## config.mk

```make
export PLATFORM = sky130hd
export DESIGN_NAME = sbox_arbiter_flat
export DESIGN_NICKNAME = d
export VERILOG_FILES = /design/src/rtl/aes_pkg.sv /design/src/rtl/sbox_arbiter_if.sv /design/src/rtl/sbox_tag_pipe.sv /design/src/rtl/sbox_arbiter.sv /design/src/flat_wrapper.sv
export SDC_FILE = /design/constraint.sdc
export NUM_CORES = 1
export LEC_CHECK = 0
export CAP_MARGIN = 20
export CORE_ASPECT_RATIO = 1.75
export CORE_UTILIZATION = 40
export DETAILED_ROUTE_END_ITERATION = 16
export PLACE_DENSITY_LB_ADDON = 0.05
export SLEW_MARGIN = 0
export SYNTH_ARGS = -nofsm -noshare
export SYNTH_HDL_FRONTEND = slang
export SYNTH_SLANG_ARGS = --single-unit
```

## constraint.sdc

```tcl
create_clock -name clk -period 6 [get_ports clk]
set_input_delay 1.8 -clock clk [delete_from_list [all_inputs] [get_ports clk]]
set_output_delay 1.8 -clock clk [all_outputs]
set_load 0.02 [all_outputs]
```

## src/rtl/aes_pkg.sv

```systemverilog
// rtl/aes_pkg.sv - shared constants, FSM state and grant types for the S-box arbiter
package aes_pkg;

    localparam int ST_BYTES = 16;
    localparam int KS_BYTES = 4;

    typedef enum logic [1:0] {
        S_IDLE  = 2'd0,
        S_ISSUE = 2'd1,
        S_DRAIN = 2'd2,
        S_DONE  = 2'd3
    } state_t;

    typedef enum logic {
        GNT_ST = 1'b0,
        GNT_KS = 1'b1
    } grant_t;

    // Index of the last byte of a job for the given requester.
    function automatic logic [3:0] job_last_idx(input grant_t g);
        return (g == GNT_KS) ? 4'(KS_BYTES - 1) : 4'(ST_BYTES - 1);
    endfunction

endpackage

```

## src/rtl/sbox_arbiter_if.sv

```systemverilog
// rtl/sbox_arbiter_if.sv - requester and shared S-box signals of the arbiter
interface sbox_arbiter_if;

    logic         st_req;
    logic [127:0] st_din;
    logic         st_done;
    logic [127:0] st_dout;
    logic         ks_req;
    logic [31:0]  ks_din;
    logic         ks_done;
    logic [31:0]  ks_dout;
    logic         busy;
    logic [7:0]   sb_a;
    logic [7:0]   sb_q;

    modport slave (
        input  st_req, st_din, ks_req, ks_din, sb_q,
        output st_done, st_dout, ks_done, ks_dout, busy, sb_a
    );

    modport master (
        output st_req, st_din, ks_req, ks_din, sb_q,
        input  st_done, st_dout, ks_done, ks_dout, busy, sb_a
    );

endinterface

```

## src/rtl/sbox_tag_pipe.sv

```systemverilog
// rtl/sbox_tag_pipe.sv - valid plus byte-index delay line matching the S-box read latency
module sbox_tag_pipe #(
    parameter int DEPTH = 1
) (
    input  logic       clk,
    input  logic       reset_n,
    input  logic       i_valid,
    input  logic [3:0] i_idx,
    output logic       o_valid,
    output logic [3:0] o_idx
);

    logic [DEPTH-1:0] r_valid;
    logic [3:0]       r_idx [DEPTH];

    always_ff @(posedge clk or negedge reset_n) begin
        if (!reset_n) begin
            r_valid <= '0;
            for (int i = 0; i < DEPTH; i++) begin
                r_idx[i] <= '0;
            end
        end else begin
            r_valid[0] <= i_valid;
            r_idx[0]   <= i_idx;
            for (int i = 1; i < DEPTH; i++) begin
                r_valid[i] <= r_valid[i-1];
                r_idx[i]   <= r_idx[i-1];
            end
        end
    end

    assign o_valid = r_valid[DEPTH-1];
    assign o_idx   = r_idx[DEPTH-1];

endmodule

```

## src/rtl/sbox_arbiter.sv

```systemverilog
// rtl/sbox_arbiter.sv - round-robin sharing of one registered S-box between SubBytes and SubWord jobs
module sbox_arbiter
    import aes_pkg::*;
#(
    parameter int SBOX_LAT = 1
) (
    input  logic          clk,
    input  logic          reset_n,
    sbox_arbiter_if.slave bus
);

    localparam logic [1:0] DRAIN_LAST = 2'(SBOX_LAT - 1);

    state_t       r_state;
    state_t       w_next;
    grant_t       r_grant;
    grant_t       r_last_grant;
    grant_t       w_pick;
    logic [3:0]   r_idx;
    logic [3:0]   r_last_idx;
    logic [1:0]   r_drain;
    logic [127:0] r_work;
    logic [127:0] r_st_dout;
    logic [31:0]  r_ks_dout;

    logic         w_accept;
    logic         w_issue;
    logic [7:0]   w_sb_a;
    logic         w_st_done;
    logic         w_ks_done;
    logic         w_tag_valid;
    logic [3:0]   w_tag_idx;

    // On a tie, the requester not served last wins.
    always_comb begin
        w_pick = GNT_ST;
        if (bus.st_req && bus.ks_req) begin
            w_pick = (r_last_grant == GNT_ST) ? GNT_KS : GNT_ST;
        end else if (bus.ks_req) begin
            w_pick = GNT_KS;
        end
    end

    assign w_accept = (r_state == S_IDLE) && (bus.st_req || bus.ks_req);

    always_ff @(posedge clk or negedge reset_n) begin
        if (!reset_n) begin
            r_state <= S_IDLE;
        end else begin
            r_state <= w_next;
        end
    end

    always_comb begin
        w_next    = r_state;
        w_issue   = 1'b0;
        w_sb_a    = 8'h00;
        w_st_done = 1'b0;
        w_ks_done = 1'b0;
        case (r_state)
            S_IDLE: begin
                if (w_accept) begin
                    w_next = S_ISSUE;
                end
            end
            S_ISSUE: begin
                w_issue = 1'b1;
                w_sb_a  = r_work[{r_idx, 3'b000} +: 8];
                if (r_idx == r_last_idx) begin
                    w_next = S_DRAIN;
                end
            end
            S_DRAIN: begin
                if (r_drain == DRAIN_LAST) begin
                    w_next = S_DONE;
                end
            end
            S_DONE: begin
                w_st_done = (r_grant == GNT_ST);
                w_ks_done = (r_grant == GNT_KS);
                w_next    = S_IDLE;
            end
            default: begin
                w_next = S_IDLE;
            end
        endcase
    end

    sbox_tag_pipe #(
        .DEPTH (SBOX_LAT)
    ) u_tag_pipe (
        .clk     (clk),
        .reset_n (reset_n),
        .i_valid (w_issue),
        .i_idx   (r_idx),
        .o_valid (w_tag_valid),
        .o_idx   (w_tag_idx)
    );

    // Grant is stable until the next accept, so late captures land in the right register.
    always_ff @(posedge clk or negedge reset_n) begin
        if (!reset_n) begin
            r_grant      <= GNT_ST;
            r_last_grant <= GNT_ST;
            r_idx        <= '0;
            r_last_idx   <= '0;
            r_drain      <= '0;
            r_work       <= '0;
            r_st_dout    <= '0;
            r_ks_dout    <= '0;
        end else begin
            if (w_accept) begin
                r_grant      <= w_pick;
                r_last_grant <= w_pick;
                r_last_idx   <= job_last_idx(w_pick);
                r_idx        <= '0;
                r_work       <= (w_pick == GNT_KS) ? {96'b0, bus.ks_din} : bus.st_din;
            end else if (w_issue) begin
                r_idx <= r_idx + 4'd1;
            end

            r_drain <= (r_state == S_DRAIN) ? r_drain + 2'd1 : 2'd0;

            if (w_tag_valid) begin
                if (r_grant == GNT_ST) begin
                    r_st_dout[{w_tag_idx, 3'b000} +: 8] <= bus.sb_q;
                end else begin
                    r_ks_dout[{w_tag_idx[1:0], 3'b000} +: 8] <= bus.sb_q;
                end
            end
        end
    end

    assign bus.sb_a    = w_sb_a;
    assign bus.st_done = w_st_done;
    assign bus.ks_done = w_ks_done;
    assign bus.st_dout = r_st_dout;
    assign bus.ks_dout = r_ks_dout;
    assign bus.busy    = (r_state != S_IDLE);

endmodule

```

## src/flat_wrapper.sv

```systemverilog
// flat-port wrapper written by rule: the top's interface ports become plain ports
module sbox_arbiter_flat import aes_pkg::*;
#(
    parameter int SBOX_LAT = 1
)
  (clk, reset_n, bus_st_req, bus_st_din, bus_ks_req, bus_ks_din, bus_sb_q, bus_st_done, bus_st_dout, bus_ks_done, bus_ks_dout, bus_busy, bus_sb_a);
  sbox_arbiter_if bus_i ();
  input  logic clk;
  input  logic reset_n;
  input wire logic [$bits(bus_i.st_req)-1:0] bus_st_req;
  input wire logic [$bits(bus_i.st_din)-1:0] bus_st_din;
  input wire logic [$bits(bus_i.ks_req)-1:0] bus_ks_req;
  input wire logic [$bits(bus_i.ks_din)-1:0] bus_ks_din;
  input wire logic [$bits(bus_i.sb_q)-1:0] bus_sb_q;
  output wire logic [$bits(bus_i.st_done)-1:0] bus_st_done;
  output wire logic [$bits(bus_i.st_dout)-1:0] bus_st_dout;
  output wire logic [$bits(bus_i.ks_done)-1:0] bus_ks_done;
  output wire logic [$bits(bus_i.ks_dout)-1:0] bus_ks_dout;
  output wire logic [$bits(bus_i.busy)-1:0] bus_busy;
  output wire logic [$bits(bus_i.sb_a)-1:0] bus_sb_a;
  assign bus_i.st_req = bus_st_req;
  assign bus_i.st_din = bus_st_din;
  assign bus_i.ks_req = bus_ks_req;
  assign bus_i.ks_din = bus_ks_din;
  assign bus_i.sb_q = bus_sb_q;
  assign bus_st_done = bus_i.st_done;
  assign bus_st_dout = bus_i.st_dout;
  assign bus_ks_done = bus_i.ks_done;
  assign bus_ks_dout = bus_i.ks_dout;
  assign bus_busy = bus_i.busy;
  assign bus_sb_a = bus_i.sb_a;
  sbox_arbiter #(.SBOX_LAT(SBOX_LAT)) u_core (.clk(clk), .reset_n(reset_n), .bus(bus_i));
endmodule
```

==> results of run 1 <==
==> worst max-delay path by stage <==
stage                  end  cells past startpoint  slack (ns)
6_report       bus_sb_a[3]                      4        0.75
5_1_grt        bus_sb_a[3]                      4        0.65
4_1_cts        bus_sb_a[3]                      4        0.71
3_5_place_dp   bus_sb_a[3]                      4        1.33
3_3_place_gp   bus_sb_a[3]                      4        1.40
2_1_floorplan  bus_sb_a[1]                      7        2.36
==> logic make-up (layout without fill, tap and decap cells) <==
kind of cell             count (synthesis)  count (layout)
AND/OR/NAND/NOR                        125             125
buffers and inverters                  109             445
XOR/XNOR                                 6               6
flip-flops                             304             304
AO/OA/AOI/OAI                          205             205
multiplexers                           179             179
adder cells (fa/ha/maj)                 12              12
==> per-layer routing <==
| metal | GRT usage | routed length, microns | up-vias |
|---|---|---|---|
| met1 | 0.252 | 13200 | 4634 |
| met2 | 0.440 | 20900 | 320 |
| met4 | 0.103 | 1640 | 0 |
| met3 | 0.0360 | 2020 | 75 |
| li1 | - | - | 4137 |
| met5 | 0 | 0 | - |
==> metrics by stage <==
step	power [mW]	util
after global routing	9.58	0.563
after global placement	7.00	0.528
final	9.06	0.563
after CTS	9.17	0.563
after floorplan	5.45	-
after detailed placement	7.07	0.528
==> Yosys cell counts, types with 10 or more instances <==
master	n
dfrtp_1	304
mux2_2	137
a22o_1	112
clkbuf_1	52
inv_1	42
nand2_1	40
a222oi_1	33
mux2i_1	26
mux4_2	16
nor2_1	16
o21ai_0	13
ha_1	12
nand4_1	11
a21oi_1	10
and2_1	10
and3_1	10
buf_2	10
==> where the power goes <==
group / switching (mW) / leakage (nW) / internal (mW)
Sequential: 0.688 / 3.92 / 2.83
Clock: 0.813 / 0.523 / 1.27
Combinational: 1.68 / 3.48 / 1.78
==> state kept, by name, summed over array words and instances, names as in the netlist <==
register                   flops
u_core.bus.st_dout           128
u_core.r_drain                 2
u_core.r_last_idx              2
u_core.r_work                128
u_core.bus.ks_dout            32
u_core.r_idx                   4
u_core.u_tag_pipe.o_valid      1
u_core.u_tag_pipe.o_idx        4
u_core.r_state                 2
u_core.r_grant                 1
==> area by class of cell <==
| type | instances | area share |
|---|---|---|
| clock inverter | 18 | 0.0174 |
| inverter | 42 | 0.00889 |
| sequential | 304 | 0.429 |
| timing repair buffer | 351 | 0.200 |
| clock buffer | 34 | 0.0437 |
| multi-input combinational | 527 | 0.273 |
| tap | 396 | 0.0279 |
==> worst max-delay path: cells and delay by family (launching register included) <==
kind / cells / cell delay [ns]
AO/OA/AOI/OAI: 2 / 0.64
buffers and inverters: 1 / 0.61
flip-flops: 1 / 1.01
multiplexers: 1 / 0.60
==> cells in the final DEF, fill, tap and decap left out, types with 3 or more instances in the layout <==
cell / instances
clkinv_2: 4
nor2_4: 4
o31ai_1: 8
and2_1: 10
o21ai_0: 13
bufinv_16: 8
nand2b_1: 3
nand3_2: 4
nand4_1: 11
mux4_2: 16
a222oi_1: 33
mux2_2: 137
ha_1: 12
a22o_1: 112
inv_1: 42
mux2i_1: 26
o221ai_1: 6
nand2_1: 40
nor2_1: 16
buf_4: 5
o211ai_1: 3
nand3_1: 6
clkbuf_8: 3
nor2b_1: 7
clkinvlp_4: 3
clkbuf_16: 29
and3_1: 10
a21oi_1: 8
a22oi_1: 8
buf_12: 4
clkdlybuf4s50_1: 341
dfrtp_1: 303
==> results.yml, run 1 <==
global_routing:
  antenna_found_initial: 1
  grt.total_usage: 0.234
  grt_max_degree: 110
  first_global_vias: 9682
  overflow: 0
  grt_first_pass_wirelength_microns: 57300
pwr:
  power_density_nw_per_um2: 511
  ir_drop_mv: 0.290
  leakagePower_nw: 7.92
cells_and_area:
  regArea_sq_um: 7610
  fill_cells: 2722
  drive_gt1_frac: 0.187
  area_delta_synth_final_pct: 38.0
  multi_input_area_sq_um: 4840
  antenna_cells: 0
  fin_nets: 1439
  fin_cells: 1672
  final_area_sq_um: 17700
synth:
  muxShareOfSynthArea: 0.168
  synth.area.top_cells: "dfrtp_1, mux2_2, a22o_1"
  ys_seq_elements: 304
  synth-edff-count: 0
  synth_top_area_frac: 0.592
  synth_fa_ha_area_frac: 0.0117
  synth_top_family_by_area: "multiplexers"
  synth_top_area_cell: "dfrtp_1"
  synth_cells: 940
  yosysWarnings: 0
  syn-num-nets: 1124
  synth_simple_gate_area_share: 0.0563
  synth-xor-area-share: 0.00526
  synth_seq_area_share: 0.592
  yosys.cell_types.count: 50
  synth_ff_type: "dfrtp_1"
  async_flop_share: 1.00
  mappedNetlistArea_sq_um: 12900
  syn_avg_cell_area_sq_um: 13.7
  synth_compound_area_frac: 0.133
placed_design:
  dp_slack_ns: 1.33
  port_buffers: 342
  dp.cells: 1620
  gp_congestion: 0.861
  dp_hpwl_microns: 27600
  dpl_cell_area_sq_um: 16700
drt:
  drc: 0
  vias_per_cell: 5.48
  vias: 9166
  drtPass1Iterations: 6
  detail_route.wl_per_cell_microns: 22.5
  first_iter_violations: 531
  wirelength_microns: 37700
  ant_nets: 0
run_status:
  status: "finished, final reports clean"
clock_tree:
  cts-root-buf: "clkbuf_16"
  clk_latency_ns: 0.56
  cts_buffers: 29
  cts_buffer_depth: 3
  hold_buffers: 0
  clock_sink_count: 304
  cts_tree: "built"
  path_clk_slew_ns: 0.07
  htreeDepth: 1
  cts_resized: 0
  post_cts_buffers: 0
timing:
  holdWs_ns: 0.439
  slew_headroom: 0.352
  hold_viol_final: 0
  finalSetupViolCount: 0
  setup_ws_ns: 0.754
  fin_tns_setup_ns: 0
  rsz0062_at_grt: "no"
  slew_violations: 0
  final.setup_skew_ns: 0.0104
  layout_min_cycle_time_ns: 5.25
  worstMarginPinSlew_ns: 0.968
  min_period_over_period: 0.874
  max_freq_mhz: 191
setup_path:
  cp-end-kind: "output pin"
  worstRegToRegCells: 6
  cp-start-kind: "flop"
  critPathRequiredTime_ns: 4.20
  cp-startpoint: "u_core.r_idx[0]"
  rrSetupSlack_ns: 2.55
  crit_slowest_cell: "dfrtp_4"
  cp_slowest_stage_delay_ns: 1.01
  crit_fanout: 54
  timing.rr.start: "u_core.u_tag_pipe.o_idx[0]"
  crit_type: "reg -> out"
  r2r-end: "u_core.bus.st_dout[65]"
  cp.arrival_ns: 3.45
  cp_cell_sequence: "mux4_2, o221ai_1, o21ai_0, clkdlybuf4s50_1"
worst_hold_path:
  hold_depth: 1
  hold_path_startpoint: "u_core.r_drain[0]"
  hold_path_end: "u_core.r_drain[0]"
  hold_class: "reg -> reg"
floorplan:
  initial_core_util: 0.408
  core_area_sq_um: 31500
  ios: 343
  die-width_microns: 137
  rows: 86
  dieArea_sq_um: 32900
  dieHeight_microns: 239
flow_run:
  drv_cap: 0
Power figures use the tool's default switching activity.
==> inputs of run 2 (changes only) <==
--- a/config.mk
+++ b/config.mk
@@ -10,6 +10,7 @@
 export CORE_UTILIZATION = 40
 export DETAILED_ROUTE_END_ITERATION = 16
 export PLACE_DENSITY_LB_ADDON = 0.05
+export SKIP_LAST_GASP = 1
 export SLEW_MARGIN = 0
 export SYNTH_ARGS = -nofsm -noshare
 export SYNTH_HDL_FRONTEND = slang
==> results of run 2 <==
Final layout, timing and power as in run 1 (identical DEF).
==> inputs of run 3 (changes only) <==
--- a/config.mk
+++ b/config.mk
@@ -7,7 +7,7 @@
 export LEC_CHECK = 0
 export CAP_MARGIN = 20
 export CORE_ASPECT_RATIO = 1.75
-export CORE_UTILIZATION = 40
+export CORE_UTILIZATION = 50
 export DETAILED_ROUTE_END_ITERATION = 16
 export PLACE_DENSITY_LB_ADDON = 0.05
 export SKIP_LAST_GASP = 1
==> results.yml, run 3 (synthesized netlist as in run 1, its figures left out) <==
drt:
  wl_met3_microns: 1690
  ant_nets: 0
  top_layer: "met5"
  detail_route.wl_per_cell_microns: 22.5
  drc: 0
  wl_met2_microns: 19700
  first_iter_violations: 620
  drtPass1Iterations: 6
  vias: 9176
  vias_per_cell: 5.78
  wirelength_microns: 35800
  m1WireLength_microns: 12500
setup_path:
  critPathTopFamily: "flip-flops"
  cp_num_cells: 4
  critPathRequiredTime_ns: 4.20
  worstRegToRegCells: 6
  cp-end-kind: "output pin"
  crit_slowest_cell: "dfrtp_4"
  cp_num_buf_inv: 1
  cp_cell_sequence: "mux4_2, o221ai_1, o21ai_0, clkdlybuf4s50_1"
  crit_type: "reg -> out"
  cp-start-kind: "flop"
  cp_slowest_stage_delay_ns: 1.00
  cp.arrival_ns: 3.49
  crit_fanout: 54
placed_design:
  port_buffers: 342
  gp_congestion: 0.904
  dpl_cell_area_sq_um: 16500
  dp_slack_ns: 1.28
  dp_hpwl_microns: 25900
global_routing:
  first_global_vias: 9635
  grt_max_degree: 130
  overflow: 0
  grt_first_pass_wirelength_microns: 55300
  antenna_found_initial: 3
  grt.total_usage: 0.278
floorplan:
  dieHeight_microns: 214
  core_area_sq_um: 25200
  rows: 77
  die-width_microns: 123
  dieArea_sq_um: 26400
  ios: 343
  initial_core_util: 0.509
timing:
  slew_violations: 0
  final.setup_skew_ns: 0.0124
  fin_tns_setup_ns: 0
  min_period_over_period: 0.881
  layout_min_cycle_time_ns: 5.29
  rsz0062_at_grt: "no"
  max_freq_mhz: 189
  setup_ws_ns: 0.713
  finalSetupViolCount: 0
  slew_headroom: 0.313
  hold_viol_final: 0
  worstMarginPinSlew_ns: 1.03
cells_and_area:
  area_delta_synth_final_pct: 35.1
  layout_common_cells: "clkdlybuf4s50_1, dfrtp_1, mux2_2, a22o_1, inv_1"
  fill_cells: 1884
  layout_commonest_cell: "clkdlybuf4s50_1"
  final_area_sq_um: 17400
  drive_gt1_frac: 0.180
  fin_nets: 1437
clock_tree:
  cts-root-buf: "clkbuf_16"
  post_cts_buffers: 0
  clock_sink_count: 304
  cts_buffers: 27
  path_clk_slew_ns: 0.07
  cts_buffer_depth: 3
  htreeDepth: 1
  hold_buffers: 0
  clk_latency_ns: 0.54
  cts_tree: "built"
  cts_resized: 0
pwr:
  power_density_nw_per_um2: 496
  total_power_mw: 8.61
  ir_drop_mv: 0.297
  leakagePower_nw: 7.79
worst_hold_path:
  hold_class: "reg -> reg"
  hold_depth: 1
flow_run:
  drv_cap: 0
run_status:
  status: "finished, final reports clean"
## run 3: per-layer routing
metal | track usage | up-vias
met5 | 0 | -
met4 | 0.137 | 4
met3 | 0.0388 | 79
met2 | 0.506 | 312
met1 | 0.310 | 4638
li1 | - | 4143
## run 3: cell type report
type | instances | area (sq um) | area share
sequential | 304 | 7610 | 0.438
multi-input combinational | 527 | 4840 | 0.279
timing repair buffer | 351 | 3530 | 0.203
clock buffer | 36 | 729 | 0.0420
tap | 316 | 395 | 0.0228
inverter | 42 | 158 | 0.00908
clock inverter | 11 | 93.8 | 0.00540
antenna | 1 | 2.50 | 0.000144
## run 3: power by group
| group | leakage (nW) | total [mW] | switching (mW) | internal (mW) |
|---|---|---|---|---|
| clock network | 0.399 | 1.65 | 0.753 | 0.899 |
| registers | 3.92 | 3.48 | 0.650 | 2.83 |
| logic | 3.47 | 3.49 | 1.71 | 1.78 |
| total | 7.79 | 8.61 | 3.11 | 5.50 |
## run 3: path summary, 6_finish.rpt
path                                       startpoint                      to  slack (ns)
min in group asynchronous                     reset_n  u_core.bus.st_dout[97]        1.28
hold / removal                      u_core.r_drain[0]       u_core.r_drain[0]        0.43
hold reg to reg                     u_core.r_drain[0]       u_core.r_drain[0]        0.43
max in group asynchronous                     reset_n       u_core.r_work[86]        3.46
setup reg to reg           u_core.u_tag_pipe.o_idx[0]  u_core.bus.st_dout[68]        2.56
setup / recovery                      u_core.r_idx[0]             bus_sb_a[3]        0.71
## run 3: per-stage QoR
| stage | utilization | cells | hold slack, ns |
|---|---|---|---|
| 6_report | 0.688 | 1588 | 0.426 |
| 5_1_grt | 0.688 | 1588 | 0.460 |
| 4_1_cts | 0.688 | 1587 | 0.435 |
| 3_5_place_dp | 0.655 | 1540 | 0.417 |
| 3_3_place_gp | 0.655 | 1540 | 0.418 |
| 2_1_floorplan | - | 940 | 0.352 |
